**config.mk**
```make
export PLATFORM = sky130hd
export DESIGN_NAME = rgb2gray_pipe
export DESIGN_NICKNAME = d
export VERILOG_FILES = /design/src/rtl/rgb2gray_pkg.sv /design/src/rtl/rgb2gray_pipe_dp.sv /design/src/rtl/rgb2gray_pipe.sv
export SDC_FILE = /design/constraint.sdc
export NUM_CORES = 1
export LEC_CHECK = 0
export BUFFER_PORTS_ARGS = -buffer_cell sky130_fd_sc_hd__buf_2
export CAP_MARGIN = 20
export CORE_ASPECT_RATIO = 0.6
export CORE_UTILIZATION = 64
export DETAILED_ROUTE_END_ITERATION = 12
export HOLD_SLACK_MARGIN = 0.12
export PLACE_DENSITY_LB_ADDON = 0.05
export SYNTH_ARGS = -nofsm -noshare
export SYNTH_HDL_FRONTEND = slang
export SYNTH_SLANG_ARGS = --single-unit
export TNS_END_PERCENT = 1
```
**constraint.sdc**
```tcl
create_clock -name clk -period 5.62 [get_ports clk]
set_input_delay 1.124 -clock clk [delete_from_list [all_inputs] [get_ports clk]]
set_output_delay 1.124 -clock clk [all_outputs]
set_load 0.01 [all_outputs]
```
**src/rtl/rgb2gray_pkg.sv**
```systemverilog
// Shared constants and types for the RGB to grayscale pipeline.
// Mode encodings, pipeline latency, FSM states, BT.601 defaults.
package rgb2gray_pkg;

  localparam int PIPE_LAT = 3;

  typedef enum logic [1:0] {
    MODE_LUMA  = 2'd0,
    MODE_AVG   = 2'd1,
    MODE_MAX   = 2'd2,
    MODE_GREEN = 2'd3
  } mode_e;

  typedef enum logic [1:0] {
    IDLE   = 2'd0,
    ACTIVE = 2'd1,
    FLUSH  = 2'd2
  } state_e;

  localparam int BT601_CR = 77;
  localparam int BT601_CG = 150;
  localparam int BT601_CB = 29;

endpackage

```
**src/rtl/rgb2gray_pipe_dp.sv**
```systemverilog
// Three-stage grayscale arithmetic: operands/products, sum/max,
// round/saturate. Valid and done ride alongside the data.
module rgb2gray_pipe_dp
  import rgb2gray_pkg::*;
#(
  parameter int DATA_W = 8,
  parameter int COEF_W = 8
) (
  input  logic              clk,
  input  logic              rst,
  input  logic              pix_valid,
  input  logic              pix_done,
  input  mode_e             mode,
  input  logic [DATA_W-1:0] red,
  input  logic [DATA_W-1:0] green,
  input  logic [DATA_W-1:0] blue,
  input  logic [COEF_W-1:0] coef_r,
  input  logic [COEF_W-1:0] coef_g,
  input  logic [COEF_W-1:0] coef_b,
  output logic [DATA_W-1:0] gray,
  output logic              gray_valid,
  output logic              gray_done
);

  localparam int PROD_W = DATA_W + COEF_W;
  localparam int SUM_W  = PROD_W + 2;
  localparam int RES_W  = SUM_W - COEF_W;
  localparam int HALF   = 1 << (COEF_W - 1);
  localparam logic [DATA_W-1:0] MAXV = {DATA_W{1'b1}};

  logic [PROD_W-1:0] op_r, op_g, op_b;
  logic [PROD_W-1:0] s1_r, s1_g, s1_b;
  mode_e             s1_mode, s2_mode;
  logic              s1_valid, s1_done;
  logic              s2_valid, s2_done;
  logic [PROD_W-1:0] mx;
  logic [SUM_W-1:0]  nxt_sum, s2_sum;
  logic [RES_W-1:0]  luma;
  logic [DATA_W-1:0] res;

  always_comb begin
    op_r = PROD_W'(red);
    op_g = PROD_W'(green);
    op_b = PROD_W'(blue);
    unique case (mode)
      MODE_LUMA: begin
        op_r = PROD_W'(red) * PROD_W'(coef_r);
        op_g = PROD_W'(green) * PROD_W'(coef_g);
        op_b = PROD_W'(blue) * PROD_W'(coef_b);
      end
      MODE_AVG:   op_g = PROD_W'(green) << 1;
      MODE_MAX:   ;
      MODE_GREEN: ;
      default:    ;
    endcase
  end

  always_comb begin
    mx = (s1_r >= s1_g) ? s1_r : s1_g;
    mx = (mx >= s1_b) ? mx : s1_b;
    unique case (s1_mode)
      MODE_MAX:   nxt_sum = SUM_W'(mx);
      MODE_GREEN: nxt_sum = SUM_W'(s1_g);
      default:
        nxt_sum = SUM_W'(s1_r) + SUM_W'(s1_g) + SUM_W'(s1_b);
    endcase
  end

  always_comb begin
    luma = RES_W'((s2_sum + SUM_W'(HALF)) >> COEF_W);
    unique case (s2_mode)
      MODE_LUMA:
        res = (luma > RES_W'(MAXV)) ? MAXV : DATA_W'(luma);
      MODE_AVG: res = DATA_W'((s2_sum + SUM_W'(2)) >> 2);
      default:  res = DATA_W'(s2_sum);
    endcase
  end

  always_ff @(posedge clk or posedge rst) begin
    if (rst) begin
      s1_r       <= '0;
      s1_g       <= '0;
      s1_b       <= '0;
      s1_mode    <= MODE_LUMA;
      s1_valid   <= 1'b0;
      s1_done    <= 1'b0;
      s2_sum     <= '0;
      s2_mode    <= MODE_LUMA;
      s2_valid   <= 1'b0;
      s2_done    <= 1'b0;
      gray       <= '0;
      gray_valid <= 1'b0;
      gray_done  <= 1'b0;
    end else begin
      s1_r       <= op_r;
      s1_g       <= op_g;
      s1_b       <= op_b;
      s1_mode    <= mode;
      s1_valid   <= pix_valid;
      s1_done    <= pix_done;
      s2_sum     <= nxt_sum;
      s2_mode    <= s1_mode;
      s2_valid   <= s1_valid;
      s2_done    <= s1_done;
      if (s2_valid) gray <= res;
      gray_valid <= s2_valid;
      gray_done  <= s2_done;
    end
  end

endmodule

```
**src/rtl/rgb2gray_pipe.sv**
```systemverilog
// Grayscale converter top: frame FSM, mode latch, coefficient regs,
// and the arithmetic datapath.
module rgb2gray_pipe
  import rgb2gray_pkg::*;
#(
  parameter int DATA_W = 8,
  parameter int COEF_W = 8,
  parameter int DEF_CR = BT601_CR,
  parameter int DEF_CG = BT601_CG,
  parameter int DEF_CB = BT601_CB
) (
  input  logic              clk,
  input  logic              rst,
  input  logic              valid_i,
  input  logic [DATA_W-1:0] red_i,
  input  logic [DATA_W-1:0] green_i,
  input  logic [DATA_W-1:0] blue_i,
  input  logic              done_i,
  input  logic [1:0]        mode_i,
  input  logic              coef_we_i,
  input  logic [COEF_W-1:0] coef_r_i,
  input  logic [COEF_W-1:0] coef_g_i,
  input  logic [COEF_W-1:0] coef_b_i,
  output logic [DATA_W-1:0] grayscale_o,
  output logic              valid_o,
  output logic              done_o,
  output logic              busy_o
);

  state_e            state, state_n;
  logic [1:0]        flush_cnt;
  mode_e             active_mode, cur_mode;
  logic [COEF_W-1:0] coef_r, coef_g, coef_b;
  logic              idle;

  assign idle   = (state == IDLE);
  assign busy_o = !idle;

  // The first pixel of a frame already uses the mode being latched.
  assign cur_mode = (idle && valid_i) ? mode_e'(mode_i) : active_mode;

  always_comb begin
    state_n = state;
    unique case (state)
      IDLE: begin
        if (done_i) state_n = FLUSH;
        else if (valid_i) state_n = ACTIVE;
      end
      ACTIVE: if (done_i) state_n = FLUSH;
      FLUSH:
        if (flush_cnt == 2'(PIPE_LAT - 1)) state_n = IDLE;
      default: state_n = IDLE;
    endcase
  end

  always_ff @(posedge clk or posedge rst) begin
    if (rst) begin
      state       <= IDLE;
      flush_cnt   <= '0;
      active_mode <= MODE_LUMA;
      coef_r      <= COEF_W'(DEF_CR);
      coef_g      <= COEF_W'(DEF_CG);
      coef_b      <= COEF_W'(DEF_CB);
    end else begin
      state     <= state_n;
      flush_cnt <= (state == FLUSH) ? flush_cnt + 2'd1 : 2'd0;
      if (idle && valid_i) active_mode <= mode_e'(mode_i);
      if (idle && coef_we_i) begin
        coef_r <= coef_r_i;
        coef_g <= coef_g_i;
        coef_b <= coef_b_i;
      end
    end
  end

  no_pixel_in_flush: assert property (
    @(posedge clk) disable iff (rst) !(state == FLUSH && valid_i));

  rgb2gray_pipe_dp #(
    .DATA_W(DATA_W),
    .COEF_W(COEF_W)
  ) u_dp (
    .clk       (clk),
    .rst       (rst),
    .pix_valid (valid_i),
    .pix_done  (done_i),
    .mode      (cur_mode),
    .red       (red_i),
    .green     (green_i),
    .blue      (blue_i),
    .coef_r    (coef_r),
    .coef_g    (coef_g),
    .coef_b    (coef_b),
    .gray      (grayscale_o),
    .gray_valid(valid_o),
    .gray_done (done_o)
  );

endmodule

```
# Word level (Yosys, flattened, before mapping)
# Cells that the tools add are included.
# word_totals
word_cells	61
input_bits	55
out_inout_bits	11
reg_bits	112
# classes
n_addsub	5
muxes	15
mul	3
n_eq_ne	10
magnitude_cmp	3
n_reduce_logical	7
# op_table
operator	n
2-to-1 mux 16 bit	4
multiplier 8 x 8 -> 16 bit	3
one-hot mux 18 bit (2 select lines)	1
>= comparator 16 bit	2
one-hot mux 16 bit (2 select lines)	1
adder 18 x 16 -> 18 bit	1
adder 18 x 8 -> 18 bit (second input constant)	1
adder 16 x 16 -> 17 bit	1
one-hot mux 8 bit (2 select lines)	1
2-to-1 mux 2 bit	6
adder 10 x 2 -> 10 bit (second input constant)	1
> comparator 10 x 8 -> 1 bit (second input constant)	1
== test 2 bit (second input constant)	4
2-to-1 mux 8 bit	1
== test 2 x 1 -> 1 bit (second input constant)	3
zero test 2 bit	3
one-hot mux 2 bit (3 select lines)	1
!= test 2 bit (second input constant)	2
!= test 3 bit (second input constant)	1
AND reduction 3 bit	1
adder 2 x 1 -> 2 bit (second input constant)	1
logical AND 1 bit	2
zero test 1 bit	1

# Longest topological paths before layout
# logic_depth
depth_word	5
depth_mapped	20
ltp_nobuf	18

# Cells and area by module
# From an unflattened synthesis, not the netlist that was laid out.
# unflattened
hier_cells	1393
hier_area_um2	12788.5
# modules_own_cells
module	seq_area_each_um2	n_inst	area_each_um2	cells_each
rgb2gray_pipe_dp	2102.0	1	11621.1	1322
rgb2gray_pipe	765.7	1	1167.4	71

# Worst setup path before layout
# No wires, ideal clock.
# synth_path
kind	input to register
from	input green_i[1]
to	register u_dp.s1_g[15]
setup_ns	0.132
path_slack_ns	0.457
required_time_ns	5.488
path_buffers	1
arrival_time_ns	5.031
path_stages	16
cell_sequence	clkbuf_1 -> nand2_1 -> fa_1 -> fa_1 -> inv_1 -> fa_1 -> inv_1 -> fa_1 -> inv_1 -> ha_1 -> inv_1 -> o21bai_1 -> a2111oi_0 -> o31ai_1 -> xnor2_1 -> nor2_1
# synth_via
elab_chain_len	2
# synth_rtl
item	line	rtl
from (decl)	rgb2gray_pipe.sv:16	input logic [DATA_W-1:0] green_i,
multiplier 8 x 8 -> 16 bit	rgb2gray_pipe_dp.sv:48	op_g = PROD_W'(green) * PROD_W'(coef_g);
one-hot mux 16 bit (2 select lines)	rgb2gray_pipe_dp.sv:45	unique case (mode)
named net u_dp.op_g[15]	rgb2gray_pipe_dp.sv:31	logic [PROD_W-1:0] op_r, op_g, op_b;
to (signal assigned)	rgb2gray_pipe_dp.sv:96	s1_g <= op_g;
to (decl)	rgb2gray_pipe_dp.sv:32	logic [PROD_W-1:0] s1_r, s1_g, s1_b;
# The timed path passes the listed nets, and every way through them passes these cells.
# A chain may end at the register's enable or synchronous reset.

# Worst setup path in the final report
# layout_path
from	register u_dp.s1_g[1]
to	register u_dp.s2_sum[0]
# layout_via
elab_chain_len	5
# layout_rtl
item	line	rtl
>= comparator 16 bit	rgb2gray_pipe_dp.sv:59	mx = (s1_r >= s1_g) ? s1_r : s1_g;
2-to-1 mux 16 bit (*)	rgb2gray_pipe_dp.sv:59	
>= comparator 16 bit	rgb2gray_pipe_dp.sv:60	mx = (mx >= s1_b) ? mx : s1_b;
2-to-1 mux 16 bit (*)	rgb2gray_pipe_dp.sv:60	
one-hot mux 18 bit (2 select lines) (*)	rgb2gray_pipe_dp.sv:61	unique case (s1_mode)
named net u_dp.nxt_sum[0]	rgb2gray_pipe_dp.sv:37	logic [SUM_W-1:0] nxt_sum, s2_sum;
to (signal assigned)	rgb2gray_pipe_dp.sv:101	s2_sum <= nxt_sum;
to (decl)	rgb2gray_pipe_dp.sv:37	
# Mark *: on every way through the listed nets, which the timed path passes. The rest lies on a longest branch.

==> flow_summary.yaml <==
critical_path:
  critPathRequiredTime_ns: 5.82
  startpoint: "u_dp.s1_g[1]$_DFF_PP0_"
  r2r-end: "u_dp.s2_sum[0]$_DFF_PP0_"
  r2r_cells: 20
  crit_type: "reg -> reg"
  start_kind: "flip-flop"
  end_kind: "flip-flop"
  r2r-start: "u_dp.s1_g[1]$_DFF_PP0_"
  crit_path_end: "u_dp.s2_sum[0]$_DFF_PP0_"
  arrival_ns: 5.19
  reg2reg_slack_ns: 0.63
  cp_max_fo: 21
synthesis:
  synthDistinctLibCells: 65
  syn_nets: 1801
  syn_inst: 1461
  synth_seq_cells: 112
  synth-seq-area-share_pct: 21.7
  synth-edff-count: 0
  synthTopCellsByArea: "dfrtp_1, fa_1, ha_1, inv_1, nand2_1"
  yosysTopAreaCellShare_pct: 19.3
  syn-cell-area_mm2: 0.0130
  ys.flop_type: "dfrtp_1"
  yosysTopAreaCell: "dfrtp_1"
  synth_area_per_cell_um2: 8.89
  async_flop_share_pct: 100
  ys_warn_count: 0
cts:
  clock_path_buffers: 2
  cts_buffers: 9
  postCtsSetupBuffers: 0
  clkLatencyLatePin_ns: 0.37
  holdBufCountCts: 0
  htree_levels: 3
  cts_resized: 0
  cts.clk_slew.worst_paths_ns: 0.08
  cts.sinks: 112
  cts_tree: "done"
  clk_root_buffer_cell: "clkbuf_16"
global_route:
  grt_overflow: 0
  antenna_found_initial: 0
  grt_pass1_vias: 9830
  grt_util_all_layers_pct: 30.4
  grt_start_max_net_pins: 75
  grt_pass1_wl_um: 49600
placement:
  dp.cells: 1752
  gp_congestion: 0.940
  place.detailed.hpwl_um: 23500
  port_buffers: 65
timing:
  fin_skew_ns: 0.0169
  clock.fmax_mhz: 200
  worst_slew_pin_slew_ns: 0.933
  finalSetupTns_ns: 0
  report.final.slew_viol_count: 0
  finalCritPeriodShare_pct: 88.8
  period_needed_ns: 4.99
  hold_viol: 0
  setup_viol: 0
  slew_headroom_pct: 37.8
  rsz0062_at_grt: "false"
  holdWs_ns: 0.355
floorplanning:
  core_mm2: 0.0194
  die_area_mm2: 0.0209
  io_pins: 66
  die_y_um: 112
  num_rows: 39
  start_util_pct: 66.9
  die_x_um: 186
layout:
  final_cells: 1768
  final_common_cell: "inv_1"
  mostFrequentLayoutCells: "inv_1, ha_1, nand2_1"
  diodes: 0
  nNetsFinal: 1837
  layout-drive-gt1-share_pct: 10.7
  area_growth_syn_to_layout_pct: 6.52
drt:
  firstDrtPassIters: 5
  drcViolationCount: 0
  drt-total-wl_um: 29200
  num_vias: 9953
  ant_nets: 0
  avgViaCountPerCell: 5.63
  drt_iter0_markers: 891
  avgRoutedWirePerCell_um: 16.5
status:
  outcome: "finished, final reports clean"
hold_path:
  hp-class: "reg -> reg"
job:
  maxCapViolCount: 0
==> area by class of cell <==
type                    instances  area (um^2)
flip-flops and latches        112         2820
clock inverters                 7         85.1
clock buffers                   9          225
repair buffers                 75          400
inverters                     236          888
fillers                      1549         5590
well taps                     266          333
multi-input cells            1063         9090
==> flip-flops by register name, summed over array words and instances, names as in the netlist, 2 cells and up <==
register,count
coef_b,8
coef_g,8
coef_r,8
flush_cnt,2
state,2
u_dp.gray,8
u_dp.s1_b,16
u_dp.s1_g,16
u_dp.s1_mode,2
u_dp.s1_r,16
u_dp.s2_mode,2
u_dp.s2_sum,18
==> worst max-delay path, stage by stage, from the launching register on <==
cell and delay, ns:
dfrtp_1 0.48, inv_1 0.07, ha_1 0.31, o21ai_0 0.16, o21ai_0 0.13, a21oi_1 0.28
o31ai_2 0.13, a211oi_2 0.22, buf_4 0.31, nor2_1 0.07, a21oi_1 0.17, ha_1 0.25
nand2b_1 0.15, a211oi_1 0.32, o21ai_0 0.18, a31o_2 0.29, a31oi_2 0.18, buf_4 0.23
nor3_1 0.13, buf_4 0.23, a211oi_1 0.51
==> kinds of logic after synthesis <==
group / count (synthesis) / synth area share [%]
flops: 112 / 21.7
compound gates: 226 / 11.0
xor+xnor: 70 / 4.72
buf+inv: 286 / 8.37
fa+ha+maj: 285 / 33.8
simple gates: 430 / 15.8
mux: 52 / 4.56
==> Yosys cell counts (all sizes together), types with 14 or more instances <==
cell    instances
a21oi          72
and2           85
clkbuf         41
dfrtp         100
fa            110
ha            175
inv           236
mux2           45
nand2         163
nand3          16
nor2           82
nor3           24
o21ai          52
o21bai         14
xnor2          40
xor2           30
==> how the worst min path moves through the flow <==
stage / from / endpoint / slack (ns) / depth (start not counted)
5_1_grt: u_dp.s1_valid$_DFF_PP0_ / u_dp.s2_valid$_DFF_PP0_ / 0.36 / 0
2_1_floorplan: u_dp.s2_done$_DFF_PP0_ / u_dp.gray_done$_DFF_PP0_ / 0.33 / 0
3_5_place_dp: u_dp.s1_valid$_DFF_PP0_ / u_dp.s2_valid$_DFF_PP0_ / 0.34 / 0
6_report: u_dp.s1_valid$_DFF_PP0_ / u_dp.s2_valid$_DFF_PP0_ / 0.36 / 0
4_1_cts: u_dp.s1_valid$_DFF_PP0_ / u_dp.s2_valid$_DFF_PP0_ / 0.36 / 0
3_3_place_gp: u_dp.s1_done$_DFF_PP0_ / u_dp.s2_done$_DFF_PP0_ / 0.33 / 0
==> stage by stage <==
stage / area [um^2] / setup WS (ns) / utilization [%]
after CTS: 13800 / 0.728 / 71.2
after detailed placement: 13500 / 0.305 / 69.6
after global routing: 13800 / 0.361 / 71.2
after floorplan: 13000 / 0.457 / -
final: 13800 / 0.630 / 71.2
after global placement: 13500 / 0.468 / 69.6
==> metal layers <==
layer,GRT usage (%),vias to the layer above,share of wire (%)
met5,0,-,0
met4,3.66,0,0.51
met3,5.97,13,7.4
met2,44.6,281,41
met1,47.5,4833,51
li1,-,4826,-
Power is left out: the tool's default activity adds up to more than one toggle a clock period on the data nets, which glitch-free logic cannot reach.
